[config.mk]
export PLATFORM = sky130hd
export DESIGN_NAME = route_compute_unit_flat
export DESIGN_NICKNAME = d
export VERILOG_FILES = /design/src/rtl/route_compute_unit_if.sv /design/src/rtl/route_compute_unit.sv /design/src/flat_wrapper.sv
export SDC_FILE = /design/constraint.sdc
export NUM_CORES = 1
export LEC_CHECK = 0
export BUFFER_PORTS_ARGS = -buffer_cell sky130_fd_sc_hd__buf_2
export CAP_MARGIN = 20
export CORE_ASPECT_RATIO = 0.8
export CORE_MARGIN = 4
export CORE_UTILIZATION = 47
export CTS_BUF_LIST = sky130_fd_sc_hd__clkbuf_16
export DETAILED_ROUTE_END_ITERATION = 16
export GPL_TIMING_DRIVEN = 0
export PLACE_DENSITY_LB_ADDON = 0.05
export SKIP_CTS_REPAIR_TIMING = 1
export SLEW_MARGIN = 10
export SYNTH_ARGS = -nofsm -noshare
export SYNTH_HDL_FRONTEND = slang
export SYNTH_SLANG_ARGS = --single-unit
[constraint.sdc]
create_clock -name clk -period 2.21 [get_ports clk]
set_input_delay 0.442 -clock clk [delete_from_list [all_inputs] [get_ports clk]]
set_output_delay 0.442 -clock clk [all_outputs]
set_load 0.02 [all_outputs]
[src/rtl/route_compute_unit_if.sv]
// Purpose: bundles the input-queue pop interface, the allocator valid/ready
//          stage and the error counter of route_compute_unit.
// Signals:
//   in_data/in_empty   head of show-ahead input queue, queue empty flag
//   in_dequeue         pop strobe back to the queue
//   out_data/out_valid registered flit and its valid flag
//   out_ready          allocator accept
//   out_port/out_tail  output port (0 local..6 Z-) and end-of-packet flag
//   err_count          saturating protocol-error count
// Modports: master = routing unit side, slave = queue/allocator side.
interface route_compute_unit_if #(
    parameter int unsigned FLIT_SIZE = 64
);
    logic [FLIT_SIZE-1:0] in_data;
    logic                 in_empty;
    logic                 in_dequeue;
    logic [FLIT_SIZE-1:0] out_data;
    logic                 out_valid;
    logic                 out_ready;
    logic [2:0]           out_port;
    logic                 out_tail;
    logic [7:0]           err_count;

    modport master (
        input  in_data, in_empty, out_ready,
        output in_dequeue, out_data, out_valid, out_port, out_tail, err_count
    );

    modport slave (
        output in_data, in_empty, out_ready,
        input  in_dequeue, out_data, out_valid, out_port, out_tail, err_count
    );
endinterface

[src/rtl/route_compute_unit.sv]
// Purpose: route compute stage of a 3D-torus router. Pops flits from the
//          show-ahead input queue, computes minimal dimension-order (X,Y,Z)
//          routes for head/single flits, locks the port for the rest of the
//          packet and presents flit + port through a one-entry registered
//          valid/ready stage.
// Ports:
//   clk   clock
//   rst   asynchronous active-low reset
//   bus   route_compute_unit_if.master (queue side, allocator side, err_count)
module route_compute_unit #(
    parameter logic [2:0]  X         = 3'd0,
    parameter logic [2:0]  Y         = 3'd0,
    parameter logic [2:0]  Z         = 3'd0,
    parameter int unsigned DIM_X     = 4,
    parameter int unsigned DIM_Y     = 4,
    parameter int unsigned DIM_Z     = 4,
    parameter int unsigned FLIT_SIZE = 64
) (
    input  logic                 clk,
    input  logic                 rst,
    route_compute_unit_if.master bus
);

    localparam int unsigned PORT_W = 3;

    localparam logic [1:0] T_BODY   = 2'b00;
    localparam logic [1:0] T_HEAD   = 2'b01;
    localparam logic [1:0] T_TAIL   = 2'b10;
    localparam logic [1:0] T_SINGLE = 2'b11;

    localparam logic [PORT_W-1:0] P_LOCAL = 3'd0;
    localparam logic [PORT_W-1:0] P_XP    = 3'd1;
    localparam logic [PORT_W-1:0] P_XM    = 3'd2;
    localparam logic [PORT_W-1:0] P_YP    = 3'd3;
    localparam logic [PORT_W-1:0] P_YM    = 3'd4;
    localparam logic [PORT_W-1:0] P_ZP    = 3'd5;
    localparam logic [PORT_W-1:0] P_ZM    = 3'd6;

    typedef enum logic {S_IDLE, S_BUSY} state_t;

    state_t                r_state;
    logic [PORT_W-1:0]     r_lock_port;
    logic                  r_out_valid;
    logic [FLIT_SIZE-1:0]  r_out_data;
    logic [PORT_W-1:0]     r_out_port;
    logic                  r_out_tail;
    logic [7:0]            r_err_count;

    state_t                w_state_nxt;
    logic [PORT_W-1:0]     w_lock_nxt;
    logic                  w_err_inc;
    logic                  w_fwd;
    logic [PORT_W-1:0]     w_port_nxt;
    logic                  w_tail_nxt;
    logic                  w_deq;
    logic [1:0]            w_type;
    logic [2:0]            w_dst_x;
    logic [2:0]            w_dst_y;
    logic [2:0]            w_dst_z;
    logic [3:0]            w_dx;
    logic [3:0]            w_dy;
    logic [3:0]            w_dz;
    logic [PORT_W-1:0]     w_route;

    // Torus offset (dst - own) mod dim in 4-bit arithmetic; both operands are
    // below 8, so bit 3 of the raw difference flags a negative result.
    function automatic logic [3:0] torus_offset(input logic [2:0] dst,
                                                input logic [2:0] own,
                                                input logic [3:0] dim);
        logic [3:0] d;
        d = 4'(dst) - 4'(own);
        if (d[3]) begin
            d = d + dim;
        end
        return d;
    endfunction

    assign w_type  = bus.in_data[FLIT_SIZE-1:FLIT_SIZE-2];
    assign w_dst_x = bus.in_data[FLIT_SIZE-3 -: 3];
    assign w_dst_y = bus.in_data[FLIT_SIZE-6 -: 3];
    assign w_dst_z = bus.in_data[FLIT_SIZE-9 -: 3];

    assign w_dx = torus_offset(w_dst_x, X, 4'(DIM_X));
    assign w_dy = torus_offset(w_dst_y, Y, 4'(DIM_Y));
    assign w_dz = torus_offset(w_dst_z, Z, 4'(DIM_Z));

    // Dimension-order route; an offset of exactly half the ring goes positive.
    always_comb begin
        w_route = P_LOCAL;
        if (w_dx != 4'd0) begin
            w_route = (w_dx <= 4'(DIM_X / 2)) ? P_XP : P_XM;
        end else if (w_dy != 4'd0) begin
            w_route = (w_dy <= 4'(DIM_Y / 2)) ? P_YP : P_YM;
        end else if (w_dz != 4'd0) begin
            w_route = (w_dz <= 4'(DIM_Z / 2)) ? P_ZP : P_ZM;
        end
    end

    // Pop when the output slot is free or being drained this cycle.
    assign w_deq = rst && !bus.in_empty && (!r_out_valid || bus.out_ready);

    // FSM state and locked port register.
    always_ff @(posedge clk or negedge rst) begin
        if (!rst) begin
            r_state     <= S_IDLE;
            r_lock_port <= P_LOCAL;
        end else begin
            r_state     <= w_state_nxt;
            r_lock_port <= w_lock_nxt;
        end
    end

    // Next state, lock and protocol-error detection; only a pop moves the FSM.
    always_comb begin
        w_state_nxt = r_state;
        w_lock_nxt  = r_lock_port;
        w_err_inc   = 1'b0;
        if (w_deq) begin
            case (w_type)
                T_HEAD: begin
                    w_state_nxt = S_BUSY;
                    w_lock_nxt  = w_route;
                    w_err_inc   = (r_state == S_BUSY);
                end
                T_SINGLE: begin
                    w_state_nxt = S_IDLE;
                    w_lock_nxt  = w_route;
                    w_err_inc   = (r_state == S_BUSY);
                end
                T_TAIL: begin
                    w_state_nxt = S_IDLE;
                    w_err_inc   = (r_state == S_IDLE);
                end
                default: begin
                    w_err_inc   = (r_state == S_IDLE);
                end
            endcase
        end
    end

    // Output decode: whether the popped flit is forwarded, and on which port.
    always_comb begin
        w_fwd      = 1'b0;
        w_port_nxt = r_lock_port;
        w_tail_nxt = 1'b0;
        case (w_type)
            T_HEAD: begin
                w_fwd      = 1'b1;
                w_port_nxt = w_route;
            end
            T_SINGLE: begin
                w_fwd      = 1'b1;
                w_port_nxt = w_route;
                w_tail_nxt = 1'b1;
            end
            T_TAIL: begin
                w_fwd      = (r_state == S_BUSY);
                w_tail_nxt = 1'b1;
            end
            default: begin
                w_fwd      = (r_state == S_BUSY);
            end
        endcase
    end

    // One-entry output stage; a dropped flit still frees the slot.
    always_ff @(posedge clk or negedge rst) begin
        if (!rst) begin
            r_out_valid <= 1'b0;
            r_out_data  <= '0;
            r_out_port  <= P_LOCAL;
            r_out_tail  <= 1'b0;
        end else if (w_deq) begin
            r_out_valid <= w_fwd;
            if (w_fwd) begin
                r_out_data <= bus.in_data;
                r_out_port <= w_port_nxt;
                r_out_tail <= w_tail_nxt;
            end
        end else if (bus.out_ready) begin
            r_out_valid <= 1'b0;
        end
    end

    // Saturating protocol-error counter.
    always_ff @(posedge clk or negedge rst) begin
        if (!rst) begin
            r_err_count <= 8'd0;
        end else if (w_err_inc && (r_err_count != 8'hFF)) begin
            r_err_count <= r_err_count + 8'd1;
        end
    end

    assign bus.in_dequeue = w_deq;
    assign bus.out_valid  = r_out_valid;
    assign bus.out_data   = r_out_data;
    assign bus.out_port   = r_out_port;
    assign bus.out_tail   = r_out_tail;
    assign bus.err_count  = r_err_count;

endmodule

[src/flat_wrapper.sv]
// flat-port wrapper written by rule: the top's interface ports become plain ports
module route_compute_unit_flat 
#(
    parameter logic [2:0]  X         = 3'd0,
    parameter logic [2:0]  Y         = 3'd0,
    parameter logic [2:0]  Z         = 3'd0,
    parameter int unsigned DIM_X     = 4,
    parameter int unsigned DIM_Y     = 4,
    parameter int unsigned DIM_Z     = 4,
    parameter int unsigned FLIT_SIZE = 64
)
  (clk, rst, bus_in_data, bus_in_empty, bus_out_ready, bus_in_dequeue, bus_out_data, bus_out_valid, bus_out_port, bus_out_tail, bus_err_count);
  route_compute_unit_if #(.FLIT_SIZE(FLIT_SIZE)) bus_i ();
  input  logic clk;
  input  logic rst;
  input wire logic [$bits(bus_i.in_data)-1:0] bus_in_data;
  input wire logic [$bits(bus_i.in_empty)-1:0] bus_in_empty;
  input wire logic [$bits(bus_i.out_ready)-1:0] bus_out_ready;
  output wire logic [$bits(bus_i.in_dequeue)-1:0] bus_in_dequeue;
  output wire logic [$bits(bus_i.out_data)-1:0] bus_out_data;
  output wire logic [$bits(bus_i.out_valid)-1:0] bus_out_valid;
  output wire logic [$bits(bus_i.out_port)-1:0] bus_out_port;
  output wire logic [$bits(bus_i.out_tail)-1:0] bus_out_tail;
  output wire logic [$bits(bus_i.err_count)-1:0] bus_err_count;
  assign bus_i.in_data = bus_in_data;
  assign bus_i.in_empty = bus_in_empty;
  assign bus_i.out_ready = bus_out_ready;
  assign bus_in_dequeue = bus_i.in_dequeue;
  assign bus_out_data = bus_i.out_data;
  assign bus_out_valid = bus_i.out_valid;
  assign bus_out_port = bus_i.out_port;
  assign bus_out_tail = bus_i.out_tail;
  assign bus_err_count = bus_i.err_count;
  route_compute_unit #(.X(X), .Y(Y), .Z(Z), .DIM_X(DIM_X), .DIM_Y(DIM_Y), .DIM_Z(DIM_Z), .FLIT_SIZE(FLIT_SIZE)) u_core (.clk(clk), .rst(rst), .bus(bus_i));
endmodule
After elaboration in Yosys (flattened, before gate mapping). Index checks and enable logic that the tools add are counted.

Flip-flop bits (word level): 81. Input bits: 68. Output and inout port bits: 78. Logic and storage cells: 45.

$add $sub $neg: 1. Magnitude comparators: 3. Equality and inequality tests: 4. Multiplexer cells: 14. Bitwise logic cells: 1. Reduce and logical (&&, ||, !) cells: 15.

Operators with widths (number): 3-bit 2-to-1 mux (5); 4-bit nonzero test (3); 3-bit by 2-bit less-or-equal comparator with 1-bit output, second input constant (3); 8-bit by 1-bit adder with 8-bit output, second input constant (1); 8-bit inequality test, second input constant (1); 1-bit 2-to-1 mux (6); 2-bit equality test, second input constant (2); 2-bit 2-to-1 mux (2); 2-bit AND reduction (2); 2-bit nonzero test (2); 2-bit OR reduction (2); 1-bit logical AND (3); 2-bit by 1-bit equality test with 1-bit output, second input constant (1); 1-bit logical NOT (2); 1-bit one-hot mux with 2 select lines (1); 1-bit logical OR (1); 1-bit inverter (1).

Longest topological paths before layout. Gate-level depths: netlist of run 1.

Depth after elaboration: 6. Depth in mapped cells: 7. Depth with buffers taken out: 5.

Worst setup path after synthesis of run 1. OpenSTA, ideal clock, no wires.

Kind: in2reg. Start: in bus_in_data[62]. End: reg u_core.r_err_count[5], in the netlist u_core.bus.err_count[5]. Setup time: 0.125 ns. Arrival: 1.616 ns. Data required time: 2.085 ns. Slack: 0.469 ns. Stages: 5. Buffers on the path: 0. Cell sequence: inv_1 > ha_1 > nor4_1 > nand3_1 > mux2_2.

Word-level cells in the longest chain between the ends: 5. Elaborated cells between the ends (all ways): 6. Classes of those cells: eq/ne: 2; mux: 2; reduce/logical: 2.

RTL lines: start: declaration (RTL line flat_wrapper.sv:16) `input wire logic [$bits(bus_i.in_data)-1:0] bus_in_data;`; 2-bit by 1-bit equality test with 1-bit output / 2-bit equality test (equally long branches) (RTL line route_compute_unit.sv:119) `case (w_type)`; 2-bit OR reduction (no source line) (*); 1-bit 2-to-1 mux (*); 1-bit 2-to-1 mux (*) (RTL line route_compute_unit.sv:118) `if (w_deq) begin`; 1-bit logical AND (*) (RTL line route_compute_unit.sv:189) `end else if (w_err_inc && (r_err_count != 8'hFF)) begin`; end signal: assignment (RTL line route_compute_unit.sv:190) `r_err_count <= r_err_count + 8'd1;`; end: declaration (RTL line route_compute_unit.sv:47) `logic [7:0] r_err_count;`.

Every way passes the cells marked *; elsewhere a longest branch is shown, timed or not. A chain may end at the register's enable or synchronous reset.

Worst setup path in the final report of run 1.
Start: in rst. End: out bus_in_dequeue.

Word-level cells in the longest chain between the ends: 2.

RTL lines: start: declaration (RTL line flat_wrapper.sv:15) `input logic rst;`; 1-bit logical AND (2 in series) (RTL line route_compute_unit.sv:100) `assign w_deq = rst && !bus.in_empty && (!r_out_valid || bus.out_ready);`; end: declaration (RTL line flat_wrapper.sv:19) `output wire logic [$bits(bus_i.in_dequeue)-1:0] bus_in_dequeue;`.

No other way between the ends.

==> impl_metrics.tcl, run 1 <==
set metrics [dict create \
    core_um2 6570 \
    synth_seq_area_share_pct 62.1 \
    cp_max_fo 41 \
    use_met3_pct 5.96 \
    whs_ns 0.0128 \
    hold_class "input port to asynchronous set/reset pin" \
    ys_ff_latch 81 \
    outcome "complete, no violations" \
    ys_top_cells_by_area "dfrtp_1 62%, nand2_1 23%, buf_2 2.1%" \
    root_buffer "clkbuf_16" \
    busiest_layer "met2" \
    critical_path_class "input port to output port" \
    maxCapViolCount 0 \
    finalCritPeriodShare_pct 90.4 \
    port_buffers 145 \
    cts_tree "done" \
    cts_sinks 81 \
    leakage_nw 2.55 \
    use_met2_pct 32.2 \
    fin_nets 584 \
    yosysUniqueCellTypes 31 \
    final_cell_mix "198 x nand2_1, 158 x buf_2, 81 x dfrtp_1" \
    rows 26 \
    drtAntennaViolNets 0 \
    hold_viol_final 0 \
    tightest_slew_ns 0.597 \
    netlist_area_um2 3260 \
    synth_top_cell_by_area "dfrtp_1" \
    io_pins 146 \
    via_count 2819 \
    cts_buffers 9 \
    grt_use_met1_pct 25.0 \
    clock.fmax_mhz 500 \
    die-area_um2 8350 \
    place_congestion 0.801 \
    avgSynthCellArea_um2 9.14 \
    grt_pass1_wl_um 12800 \
    power_density_nw_per_um2 1070 \
    slew_headroom_pct 59.8 \
    clk_latency_ns 0.33 \
    required_ns 1.77 \
    ir_drop_mv 0.510 \
    tns_ns 0 \
    num_antenna_cells 0 \
    skew_ns 0.00464 \
    initial_utilization_pct 49.7 \
    h-tree-depth 3 \
    critPathCaptureType "output port" \
    r2r_slack_ns 0.46 \
    dp_slack_ns -0.0156 \
    wl_per_cell_um 13.1 \
    grt_max_degree 43 \
    dr.pass1.iters 4 \
    hpwl_um 5980 \
    yosysWarnings 0 \
    routed_wl_um 7870 \
    synth_nets 427 \
    grt_use_total_pct 19.8 \
    finalSetupViolCount 0 \
    cts.path.max_buffers 2 \
    layout-drive-gt1-share_pct 35.1 \
    drt_iter0_drc 90 \
    path_clk_slew_ns 0.06 \
    drc 0 \
    rsz0062_at_grt "false" \
    viasPerCell 4.67 \
    antenna_found_initial 0 \
    grt_pass1_vias 2787 \
    setup_slack_ns 0.212 \
    fin_crit_ns 2.00 \
    yosys.area.top_type_share_pct 62.1 \
    n_fill_cell 561 \
    layout_commonest_cell "nand2_1" \
    syn_inst 357 \
    worstPathArrival_ns 1.56 \
    syn2layout_area_growth_pct 35.1 \
    slew_viol_final 0 \
    cp-start-kind "input port" \
    die_x_um 101 \
    die_h_um 82.5 \
    overflow 0 \
]
[layer usage]
| metal | wire length (µm) | up-vias | part of all wire, % |
|---|---|---|---|
| met5 | 0 | - | 0 |
| met4 | 136 | 0 | 1.7 |
| met3 | 603 | 14 | 7.7 |
| met2 | 3590 | 89 | 46 |
| met1 | 3550 | 1285 | 45 |
| li1 | - | 1431 | - |
[critical path, stage by stage]
cell	delay, ns
buf_6	0.31
nand2b_1	0.19
or2_1	0.30
inv_2	0.11
buf_2	0.17
[per-stage QoR]
step / cell area [µm²] / instances / utilization (%) / power, mW
after global placement: 4100 / 586 / 62.3 / 3.31
after global routing: 4410 / 603 / 67.1 / 5.02
after detailed placement: 4120 / 587 / 62.7 / 3.35
after CTS: 4410 / 603 / 67.1 / 4.80
final: 4410 / 603 / 67.1 / 4.73
after floorplan: 3260 / 357 / - / 2.80
[Yosys cell counts]
master and number:
a211oi_1 1, a21oi_1 6, a22o_1 1, a22oi_1 1
a31oi_1 1, and4_1 2, buf_2 14, buf_6 1
dfrtp_1 81, ha_1 2, inv_1 4, inv_2 1
mux2_2 4, mux2i_1 1, nand2_1 198, nand2b_1 3
nand3_1 5, nand4_1 1, nor2_1 8, nor2b_1 1
nor3_1 2, nor3_2 1, nor4_1 2, o21ai_0 5
o22a_1 1, o2bb2ai_1 1, o31ai_1 1, or2_1 1
or3_1 1, or4_4 1, xnor2_1 5
[sequential cells by signal (all words and copies together) (netlist names)]
register and flops:
u_core.bus.err_count 8, u_core.bus.out_data 64, u_core.bus.out_port 3, u_core.bus.out_tail 1, u_core.bus.out_valid 1, u_core.r_lock_port 3, u_core.r_state 1
[area by class of cell]
cell class / count / area [µm²] / share of cell area [%]
plain buffers: 15 / 81.3 / 1.84
clock buffers: 9 / 225 / 5.11
clock inverters: 7 / 63.8 / 1.45
inverters: 5 / 18.8 / 0.426
multi-input cells: 256 / 1140 / 25.8
flip-flops and latches: 81 / 2030 / 46.0
well taps: 84 / 105 / 2.38
repair buffers: 146 / 752 / 17.0
[power by group]
| group | switching (mW) | internal, mW |
|---|---|---|
| Clock | 0.561 | 0.863 |
| Combinational | 0.851 | 0.456 |
| Sequential | 0.187 | 1.81 |
| Total | 1.60 | 3.13 |
[path summary, 6_finish.rpt]
path	start	endpoint	depth (start not counted)
max	rst	bus_in_dequeue	5
min	rst	u_core.bus.out_data[24]	1
max reg2reg	u_core.r_state	u_core.bus.err_count[5]	5
min reg2reg	u_core.bus.out_data[8]	u_core.bus.out_data[8]	2
max in group asynchronous	rst	u_core.bus.out_data[3]	2
min in group clk	bus_in_data[25]	u_core.bus.out_data[25]	3
[cells by family (layout without fill, tap and decap cells)]
kind of cell | Yosys count | after routing | share of synthesized area, %
simple gates | 226 | 226 | 27.7
flops | 81 | 81 | 62.1
buf+inv | 20 | 182 | 3.07
compound gates | 18 | 18 | 3.37
xor+xnor | 5 | 5 | 1.34
mux | 5 | 5 | 1.69
fa+ha+maj | 2 | 2 | 0.766
No activity file was read; power rests on OpenSTA's default activity.
==> run 2: changes to the inputs <==
--- a/config.mk
+++ b/config.mk
@@ -5,6 +5,7 @@
 export SDC_FILE = /design/constraint.sdc
 export NUM_CORES = 1
 export LEC_CHECK = 0
+export ABC_AREA = 1
 export BUFFER_PORTS_ARGS = -buffer_cell sky130_fd_sc_hd__buf_2
 export CAP_MARGIN = 20
 export CORE_ASPECT_RATIO = 0.8
==> constraint.sdc (replaced) <==
create_clock -name clk -period 2.2 [get_ports clk]
set_input_delay 0.44 -clock clk [delete_from_list [all_inputs] [get_ports clk]]
set_output_delay 0.44 -clock clk [all_outputs]
set_load 0.02 [all_outputs]
==> run 2 against run 1 <==
Clock skew is essentially flat. Core utilization shrank 1.4 points. Final area grew 2.6%. Area after synthesis grew 2.3%. Combinational power grew 3%.
==> impl_metrics.tcl, run 2 <==
set metrics [dict create \
    outcome "complete, no violations" \
    power_density_nw_per_um2 1110 \
    routed_wl_um 8210 \
    leakage_nw 2.66 \
    yosys.area.top_type_share_pct 60.7 \
    avgSynthCellArea_um2 8.70 \
    swShare_pct 32.6 \
    die-area_um2 8530 \
    synth-compound-area-share_pct 3.93 \
    required_ns 1.76 \
    viasPerCell 4.66 \
    hold_viol_final 0 \
    rows 27 \
    highest_layer "met4" \
    synth_nets 454 \
    n_fill_cell 608 \
    yosys.area_share.adder_pct 0.749 \
    die_x_um 102 \
    synth_top_family_by_area "simple AND/OR/NAND/NOR gates" \
    port_buffers 145 \
    ys_ff_latch 81 \
    yosysWarnings 0 \
    fin_crit_ns 1.96 \
    synthSimpleGateAreaFrac_pct 28.8 \
    slew_headroom_pct 70.2 \
    synth_xor_xnor_area_share_pct 1.05 \
    cp_max_fo 82 \
    synth_edf_count 0 \
    p_clk_share_pct 32.9 \
    final_cell_area_um2 4530 \
    timing.rr.start "u_core.r_state" \
    skew_ns 0.00504 \
    cts_tree "done" \
    grt_max_degree 43 \
    slew_viol_final 0 \
    core_um2 6890 \
    comb_power_share_pct 26.9 \
    drtAntennaViolNets 0 \
    h-tree-depth 3 \
    tightest_slew_ns 0.445 \
    switching_power_mw 1.64 \
    synth.most_common_cell "nand2_1" \
    rsz0062_at_grt "false" \
    synthArstFlopShare_pct 100 \
    place_congestion 0.806 \
    clock.fmax_mhz 510 \
    hpwl_um 6150 \
    ff2ff_path_depth 8 \
    cp-start-kind "input port" \
    finalSetupViolCount 0 \
    synth_common_cells "213 x nand2_1, 81 x dfrtp_1, 20 x inv_1" \
    muxShareOfSynthArea_pct 0 \
    drc 0 \
    critical_path_class "input port to output port" \
    root_buffer "clkbuf_16" \
    critPathCaptureType "output port" \
    overflow 0 \
    path_clk_slew_ns 0.06 \
    initial_utilization_pct 48.5 \
    timing.rr.end "u_core.bus.out_port[1]" \
    dr.pass1.iters 4 \
    hold_class "input port to asynchronous set/reset pin" \
    via_count 2948 \
    grt_pass1_wl_um 13500 \
    syn2layout_area_growth_pct 35.5 \
    wl_per_cell_um 13.0 \
    cts.path.max_buffers 2 \
    maxCapViolCount 0 \
    worstPathArrival_ns 1.52 \
    grt_use_total_pct 20.1 \
    grt_pass1_vias 2837 \
    placedInstanceArea_um2 4200 \
    layout-drive-gt1-share_pct 33.4 \
    fin_nets 610 \
    die_h_um 83.4 \
    syn_inst 384 \
    clk_latency_ns 0.33 \
    num_antenna_cells 0 \
    antenna_found_initial 0 \
    yosysUniqueCellTypes 29 \
    whs_ns 0.0269 \
    fin_cells 632 \
    finalCritPeriodShare_pct 89.2 \
    layout_commonest_cell "nand2_1" \
    synth_ff_type "dfrtp_1" \
    met3_length_um 682 \
    wl_met2_um 3850 \
    drt_iter0_drc 95 \
    largest_register_ffs 64 \
    p_total_mw 5.03 \
    power_frac_seq_pct 40.2 \
    ys_top_cells_by_area "dfrtp_1 61%, nand2_1 24%, inv_1 2.2%" \
    drt-met1-wl_um 3570 \
    cts_sinks 81 \
    synth_seq_area_share_pct 60.7 \
    p_int_mw 3.39 \
    cts_buffers 9 \
    io_pins 146 \
    ir_drop_mv 0.546 \
    final_cell_mix "213 x nand2_1, 155 x buf_2, 81 x dfrtp_1" \
    synth_top_cell_by_area "dfrtp_1" \
    placedCellCount 617 \
    r2r_slack_ns 0.71 \
    netlist_area_um2 3340 \
]
## run 2: cell types whose count changed after synthesis, sizes merged, moves of 2 or more
cell,before,now
mux2,4,0
nand3b,0,3
buf,15,13
nand2,198,213
nand3,5,9
and4,2,0
xnor2,5,2
inv,5,22
nand2b,3,0
o21ai,5,13
xor2,0,2
nor4,2,0
## run 2: per-stage QoR
| step | util, % | setup WS [ns] | setup TNS, ns |
|---|---|---|---|
| floorplan | - | 0.749 | 0 |
| global placement | 60.6 | -0.925 | -62.33 |
| detailed placement | 60.9 | -0.185 | -3.64 |
| CTS | 65.8 | -0.190 | -0.190 |
| global route | 65.7 | 0.0376 | 0 |
| finish | 65.7 | 0.237 | 0 |
## run 2: worst max-delay path by stage
stage	from	to	slack [ns]	cells after the start
2_1_floorplan	bus_in_data[62]	u_core.bus.out_data[63]	0.75	7
3_3_place_gp	rst	bus_in_dequeue	-0.92	6
3_5_place_dp	rst	bus_in_dequeue	-0.18	7
4_1_cts	rst	bus_in_dequeue	-0.19	7
5_1_grt	rst	bus_in_dequeue	0.04	6
6_report	rst	bus_in_dequeue	0.24	6
## run 2: critical path, cell delays in order
cell and delay (ns):
buf_12 0.34, inv_1 0.10, nor2_2 0.13, nand2_1 0.16, inv_1 0.15, buf_2 0.18
## run 2: cell families after synthesis
group,count (synthesis)
adders and majority gates,2
xor gates and xnor gates,4
buffers and inverters,36
and+or+nand+nor,239
AOI/OAI and AO/OA,22
DFF,81
## run 2: cell type report
cell class | count | area (µm²) | share of cell area (%)
Multi-Input combinational cell | 267 | 1150 | 25.5
Timing Repair Buffer | 145 | 741 | 16.4
Buffer | 14 | 73.8 | 1.63
Sequential cell | 81 | 2030 | 44.8
Clock buffer | 9 | 225 | 4.98
Clock inverter | 7 | 110 | 2.43
Tap cell | 87 | 109 | 2.41
Inverter | 22 | 85.1 | 1.88
## run 2: power groups by stage
stage | Sequential (mW) | Clock (mW) | Combinational, mW
floorplan | 2.45 | 0 | 0.418
global placement | 2.03 | 0 | 1.35
detailed placement | 2.05 | 0 | 1.37
CTS | 2.03 | 1.70 | 1.38
global route | 2.08 | 1.76 | 1.50
finish | 2.02 | 1.66 | 1.35
## run 2: per-layer routing
metal,global-route usage (%),vias to the layer above
li1,-,1488
met1,26.5,1355
met2,31.6,94
met3,7.22,11
met4,5.01,0
met5,0,-
